[src/rtl/arb_req_queue_if.sv]
// Handshake bundle between the burst-command source / arbiter and the
// two-channel request queue.
//   slave  : queue side (takes push/len/gnt, drives req/full/done/err)
//   master : source/arbiter side
interface arb_req_queue_if #(
  parameter int LEN_W = 4
);
  logic             push1;
  logic [LEN_W-1:0] len1;
  logic             push2;
  logic [LEN_W-1:0] len2;
  logic             gnt1;
  logic             gnt2;
  logic             req1;
  logic             req2;
  logic             full1;
  logic             full2;
  logic             done1;
  logic             done2;
  logic             err1;
  logic             err2;

  modport slave (
    input  push1, len1, push2, len2, gnt1, gnt2,
    output req1, req2, full1, full2, done1, done2, err1, err2
  );

  modport master (
    output push1, len1, push2, len2, gnt1, gnt2,
    input  req1, req2, full1, full2, done1, done2, err1, err2
  );
endinterface

[src/rtl/arb_req_queue.sv]
// Upstream request stage for a two-requester arbiter.
// Each channel queues burst commands (beat count) in a DEPTH-entry FIFO,
// holds its request line while the FIFO is non-empty, counts grant beats
// against the head burst, pulses done after the last beat and latches
// protocol errors (push when full, zero length, grant without request).
// Ports:
//   clk  - clock, all state on rising edge
//   rst  - asynchronous active-high reset
//   bus  - slave side of arb_req_queue_if (push/len/gnt in,
//          req/full/done/err out, per channel 1 and 2)
module arb_req_queue #(
  parameter int DEPTH = 4,
  parameter int LEN_W = 4
) (
  input  logic                 clk,
  input  logic                 rst,
  arb_req_queue_if.slave       bus
);

  localparam int AW = $clog2(DEPTH);

  logic [1:0]       w_push;
  logic [1:0]       w_gnt;
  logic [LEN_W-1:0] w_len [2];
  logic [1:0]       w_req;
  logic [1:0]       w_full;
  logic [1:0]       w_done;
  logic [1:0]       w_err;

  assign w_push   = {bus.push2, bus.push1};
  assign w_gnt    = {bus.gnt2, bus.gnt1};
  assign w_len[0] = bus.len1;
  assign w_len[1] = bus.len2;

  for (genvar ch = 0; ch < 2; ch++) begin : g_ch
    logic [LEN_W-1:0] r_mem [DEPTH];
    logic [AW-1:0]    r_wr;
    logic [AW-1:0]    r_rd;
    logic [AW:0]      r_count;
    logic [LEN_W-1:0] r_served;
    logic             r_done;
    logic             r_err;

    logic             w_len_zero;
    logic             w_push_ok;
    logic             w_beat;
    logic             w_pop;
    logic [LEN_W-1:0] w_served_inc;

    // Request and full come straight from registered count so the
    // arbiter's combinational grant logic never sees an input-to-req path.
    assign w_req[ch]    = (r_count != '0);
    assign w_full[ch]   = (r_count == (AW+1)'(DEPTH));
    assign w_len_zero   = (w_len[ch] == '0);
    // Full is checked on the registered value: a same-cycle pop does not
    // make room for a push.
    assign w_push_ok    = w_push[ch] & ~w_len_zero & ~w_full[ch];
    assign w_beat       = w_gnt[ch] & w_req[ch];
    assign w_served_inc = r_served + 1'b1;
    assign w_pop        = w_beat & (w_served_inc == r_mem[r_rd]);

    always_ff @(posedge clk) begin
      if (w_push_ok) begin
        r_mem[r_wr] <= w_len[ch];
      end
    end

    always_ff @(posedge clk or posedge rst) begin
      if (rst) begin
        r_wr     <= '0;
        r_rd     <= '0;
        r_count  <= '0;
        r_served <= '0;
        r_done   <= 1'b0;
        r_err    <= 1'b0;
      end else begin
        if (w_push_ok) begin
          r_wr <= r_wr + 1'b1;
        end
        if (w_pop) begin
          r_rd <= r_rd + 1'b1;
        end
        case ({w_push_ok, w_pop})
          2'b10:   r_count <= r_count + 1'b1;
          2'b01:   r_count <= r_count - 1'b1;
          default: r_count <= r_count;
        endcase
        if (w_pop) begin
          r_served <= '0;
        end else if (w_beat) begin
          r_served <= w_served_inc;
        end
        r_done <= w_pop;
        if ((w_push[ch] & (w_full[ch] | w_len_zero)) | (w_gnt[ch] & ~w_req[ch])) begin
          r_err <= 1'b1;
        end
      end
    end

    assign w_done[ch] = r_done;
    assign w_err[ch]  = r_err;
  end

  assign bus.req1  = w_req[0];
  assign bus.req2  = w_req[1];
  assign bus.full1 = w_full[0];
  assign bus.full2 = w_full[1];
  assign bus.done1 = w_done[0];
  assign bus.done2 = w_done[1];
  assign bus.err1  = w_err[0];
  assign bus.err2  = w_err[1];

endmodule

[src/flat_wrapper.sv]
// flat-port wrapper written by rule: the top's interface ports become plain ports
module arb_req_queue_flat 
#(
  parameter int DEPTH = 4,
  parameter int LEN_W = 4
)
  (clk, rst, bus_push1, bus_len1, bus_push2, bus_len2, bus_gnt1, bus_gnt2, bus_req1, bus_req2, bus_full1, bus_full2, bus_done1, bus_done2, bus_err1, bus_err2);
  arb_req_queue_if #(.LEN_W(LEN_W)) bus_i ();
  input  logic clk;
  input  logic rst;
  input wire logic [$bits(bus_i.push1)-1:0] bus_push1;
  input wire logic [$bits(bus_i.len1)-1:0] bus_len1;
  input wire logic [$bits(bus_i.push2)-1:0] bus_push2;
  input wire logic [$bits(bus_i.len2)-1:0] bus_len2;
  input wire logic [$bits(bus_i.gnt1)-1:0] bus_gnt1;
  input wire logic [$bits(bus_i.gnt2)-1:0] bus_gnt2;
  output wire logic [$bits(bus_i.req1)-1:0] bus_req1;
  output wire logic [$bits(bus_i.req2)-1:0] bus_req2;
  output wire logic [$bits(bus_i.full1)-1:0] bus_full1;
  output wire logic [$bits(bus_i.full2)-1:0] bus_full2;
  output wire logic [$bits(bus_i.done1)-1:0] bus_done1;
  output wire logic [$bits(bus_i.done2)-1:0] bus_done2;
  output wire logic [$bits(bus_i.err1)-1:0] bus_err1;
  output wire logic [$bits(bus_i.err2)-1:0] bus_err2;
  assign bus_i.push1 = bus_push1;
  assign bus_i.len1 = bus_len1;
  assign bus_i.push2 = bus_push2;
  assign bus_i.len2 = bus_len2;
  assign bus_i.gnt1 = bus_gnt1;
  assign bus_i.gnt2 = bus_gnt2;
  assign bus_req1 = bus_i.req1;
  assign bus_req2 = bus_i.req2;
  assign bus_full1 = bus_i.full1;
  assign bus_full2 = bus_i.full2;
  assign bus_done1 = bus_i.done1;
  assign bus_done2 = bus_i.done2;
  assign bus_err1 = bus_i.err1;
  assign bus_err2 = bus_i.err2;
  arb_req_queue #(.DEPTH(DEPTH), .LEN_W(LEN_W)) u_core (.clk(clk), .rst(rst), .bus(bus_i));
endmodule
[config.mk]
export PLATFORM = sky130hd
export DESIGN_NAME = arb_req_queue_flat
export DESIGN_NICKNAME = d
export VERILOG_FILES = /design/src/rtl/arb_req_queue_if.sv /design/src/rtl/arb_req_queue.sv /design/src/flat_wrapper.sv
export SDC_FILE = /design/constraint.sdc
export NUM_CORES = 1
export LEC_CHECK = 0
export CAP_MARGIN = 0
export CORE_AREA = 2 2 99 101
export CTS_CLUSTER_DIAMETER = 100
export DETAILED_ROUTE_END_ITERATION = 7
export DIE_AREA = 0 0 101 103
export SYNTH_ARGS = -nofsm -noshare
export SYNTH_HDL_FRONTEND = slang
export SYNTH_SLANG_ARGS = --single-unit
[constraint.sdc]
create_clock -name clk -period 5.7 [get_ports clk]
set_input_delay 1.425 -clock clk [delete_from_list [all_inputs] [get_ports clk]]
set_output_delay 1.425 -clock clk [all_outputs]
set_load 0.02 [all_outputs]
==> qor.txt <==
Number of DRC violations after detailed-routing iteration 0 = 67
Number of flops mapped to enable cells by yosys = 32
Die width = 101 µm
Cell taking the most area after synthesis = edfxtp_1
Maximum capacitance violations = 0
Req. time, crit path = 5.96 ns
Pin slew with the least headroom to its limit = 1.08 ns
Leakage = 1.28 nW
Vias in the first global route = 1467
Post-synthesis share of cell area spent on xor and xnor gates = 0.0861
Clock period minus final worst setup slack = 3.47 ns
Share of synthesized cell area in full adder, half adder and majority cells = 0.0696
Startpoint class of the critical path = input pin
Max-slew headroom at the worst pin = 0.282
CP max FO = 5
Pwr/cell area = 514 nW/µm²
Sequential fraction of design power = 0.405
Register clock-pin slew on the reported worst setup and hold paths = 0.07 ns
Clock root buffer master = clkbuf_8
Warnings from Yosys = 0
Number of design rule violations left after detail routing = 0
Number of clock sinks = 58
Routed wire length = 4.54 mm
Final worst-path cycle share = 0.609
Top_reg_cell synth = edfxtp_1
Largest family of logic cells by synthesized area = simple AND/OR/NAND/NOR gates
Pre-CTS setup slack = 1.90 ns
Count of endpoints failing hold in the final timing report = 0
Switching Power = 0.000580 W
Most repeated cell in the gate-level netlist after synthesis = edfxtp_1
Number of detailed-route iterations in the first pass = 4
Number of hold buffers added after CTS = 0
Remaining antenna violation count after routing = 0
Placed wire-length estimate = 3.34 mm
Share of synthesized registers carrying an async set or reset = 0.448
Layout Skew = 0.00918 ns
Crit path DAT = 3.73 ns
Initial core utilization = 0.289
Switching share of power = 0.346
Count of buffers added by post-CTS timing repair for setup = 0
# nets final = 243
Class of the tightest hold or removal check = flop to flop
Layout-stage area growth over the synthesis result = 19.2%
Mean routed wirelength per cell = 13.6 µm
Internal power = 0.00110 W
Max clock buf depth = 2
Number of standard-cell rows in the floorplan = 36
Final worst-path setup slack = 2.23 ns
H-tree lvl count = 3
Complex-gate fraction of the synthesized area = 0.0321
Synthesized Nets = 213
Die Area = 10400 µm²
Mean Syn Cell Area = 14.8 µm²
Per-cell via count in the routed design = 4.45
Post-Synthesis Cells = 185
Fmax = 0.288 GHz
Number of synthesized register bits = 58
Synthesized-area fraction occupied by and/or/nand/nor cells = 0.104
Pin count of the biggest net entering global routing = 27
First-pass GRT wire length = 7.40 mm
Combinational cell fraction of total power = 0.374
Antenna diodes = 0
Synth cell types = 28
Pins over their slew limit = 0
Classification of the worst setup path = input pin to flop
Overall die height = 103 µm
Setup violation total in the final timing report = 0
Post-cts gate resize count = 0
Leading cell types by total area after synthesis = edfxtp_1, dfrtp_1, mux4_1, ha_1, xnor2_1
Area share of the largest cell type after synthesis = 0.352
RSZ-0062 raised after global routing = false
Post-synthesis mux area share = 0.0898
Layout cell share with drive strength beyond 1 = 0.114
Congestion Overflow GR = 0
CTS tree = done
Number of port buffers = 21
Via count = 1485
Setup crit end kind = flop
Top-level port count = 22
GRT Util Overall = 0.0979
Core footprint = 9460 µm²
Worst vdd ir = 0.127 mV
Clock latency reported for the late side of the worst-skew pair = 0.33 ns
Share of power burned in the clock network = 0.221
Setup TNS after final layout = 0 ns
Initial antenna violation count = 0
Placer Congestion = 0.760
Status = finished clean
Cell area after synthesis = 2730 µm²
Sequential area share after synthesis = 0.590
Clock buffers created by TritonCTS = 9
Commonest cells in the synthesized netlist = edfxtp_1, dfrtp_1, inv_1
[state kept, by name (all words and copies together) (netlist names)]
name,count
u_core.g_ch.r_count,6
u_core.g_ch.r_rd,4
u_core.g_ch.r_mem,32
u_core.bus.done1,1
u_core.bus.done2,1
u_core.bus.err2,1
u_core.g_ch.r_wr,4
u_core.g_ch.r_served,8
u_core.bus.err1,1
[path summary, 6_finish.rpt]
| path | startpoint | to | slack, ns | depth (start not counted) |
|---|---|---|---|---|
| hold reg to reg | u_core.bus.err2 | u_core.bus.err2 | 0.47 | 2 |
| max in group asynchronous | rst | u_core.g_ch[1].r_rd[1] | 3.38 | 2 |
| setup / recovery | bus_len2[1] | u_core.g_ch[1].r_count[2] | 2.23 | 11 |
| setup reg to reg | u_core.g_ch[0].r_rd[0] | u_core.g_ch[0].r_count[2] | 2.41 | 10 |
| min in group asynchronous | rst | u_core.g_ch[1].r_served[2] | 1.66 | 2 |
| hold / removal | u_core.bus.err2 | u_core.bus.err2 | 0.47 | 2 |
[worst max-delay path, stage by stage]
cell,delay (ns)
clkdlybuf4s50_1,0.48
nor4_1,0.38
nor2_1,0.13
and2_1,0.21
inv_1,0.07
ha_1,0.18
inv_1,0.06
fa_1,0.37
xor2_1,0.15
nor2_1,0.12
xor2_1,0.15
[power by group through the flow]
stage	sequential, W	clock, W	combinational (W)
floorplan	0.000652	0	0.000531
global placement	0.000687	0	0.000629
detailed placement	0.000691	0	0.000636
CTS	0.000682	0.000379	0.000640
global route	0.000699	0.000400	0.000698
finish	0.000679	0.000370	0.000627
[stage by stage]
step                instances  total power (W)  cell area [µm²]  hold WS, ns   util
global route              334          0.00180             3260        0.492  0.344
global placement          318          0.00132             3060        0.457  0.324
detailed placement        318          0.00133             3060        0.462  0.324
floorplan                 185          0.00118             2730        0.456      -
finish                    334          0.00168             3260        0.473  0.344
CTS                       334          0.00170             3260        0.479  0.344
[kinds of logic (layout without fill, tap and decap cells)]
group / count (synthesis) / in the layout
AND/OR/NAND/NOR: 46 / 46
adder cells (fa/ha/maj): 14 / 14
flip-flops: 58 / 58
AO/OA/AOI/OAI: 16 / 16
multiplexers: 12 / 12
XOR/XNOR: 22 / 22
buffers and inverters: 17 / 52
[layer usage]
| metal | wire length, µm | share of wire | vias up | GRT usage |
|---|---|---|---|---|
| met2 | 2190 | 0.48 | 18 | 0.152 |
| met5 | 0 | 0 | - | 0 |
| li1 | - | - | 729 | - |
| met3 | 129 | 0.028 | 7 | 0.0386 |
| met1 | 2120 | 0.47 | 731 | 0.119 |
| met4 | 97 | 0.021 | 0 | 0.0499 |
[cell type report]
type                       instances  area [µm²]
clock buffer                      10         128
clock inverter                     6        67.6
fill                             904        6200
inverter                          15        56.3
multi-input combinational        110        1040
sequential                        58        1610
tap                              114         143
timing repair buffer              21         210
[layout by cell type (no fill, tap or decap), types with 6 or more instances in the layout]
master,n
nand2_1,10
xor2_1,6
inv_1,15
dfrtp_1,26
clkdlybuf4s50_1,21
clkbuf_8,9
and3_1,10
xnor2_1,12
o21ai_0,12
ha_1,12
edfxtp_1,32
mux4_1,6
(Power assumes the default switching activity.)
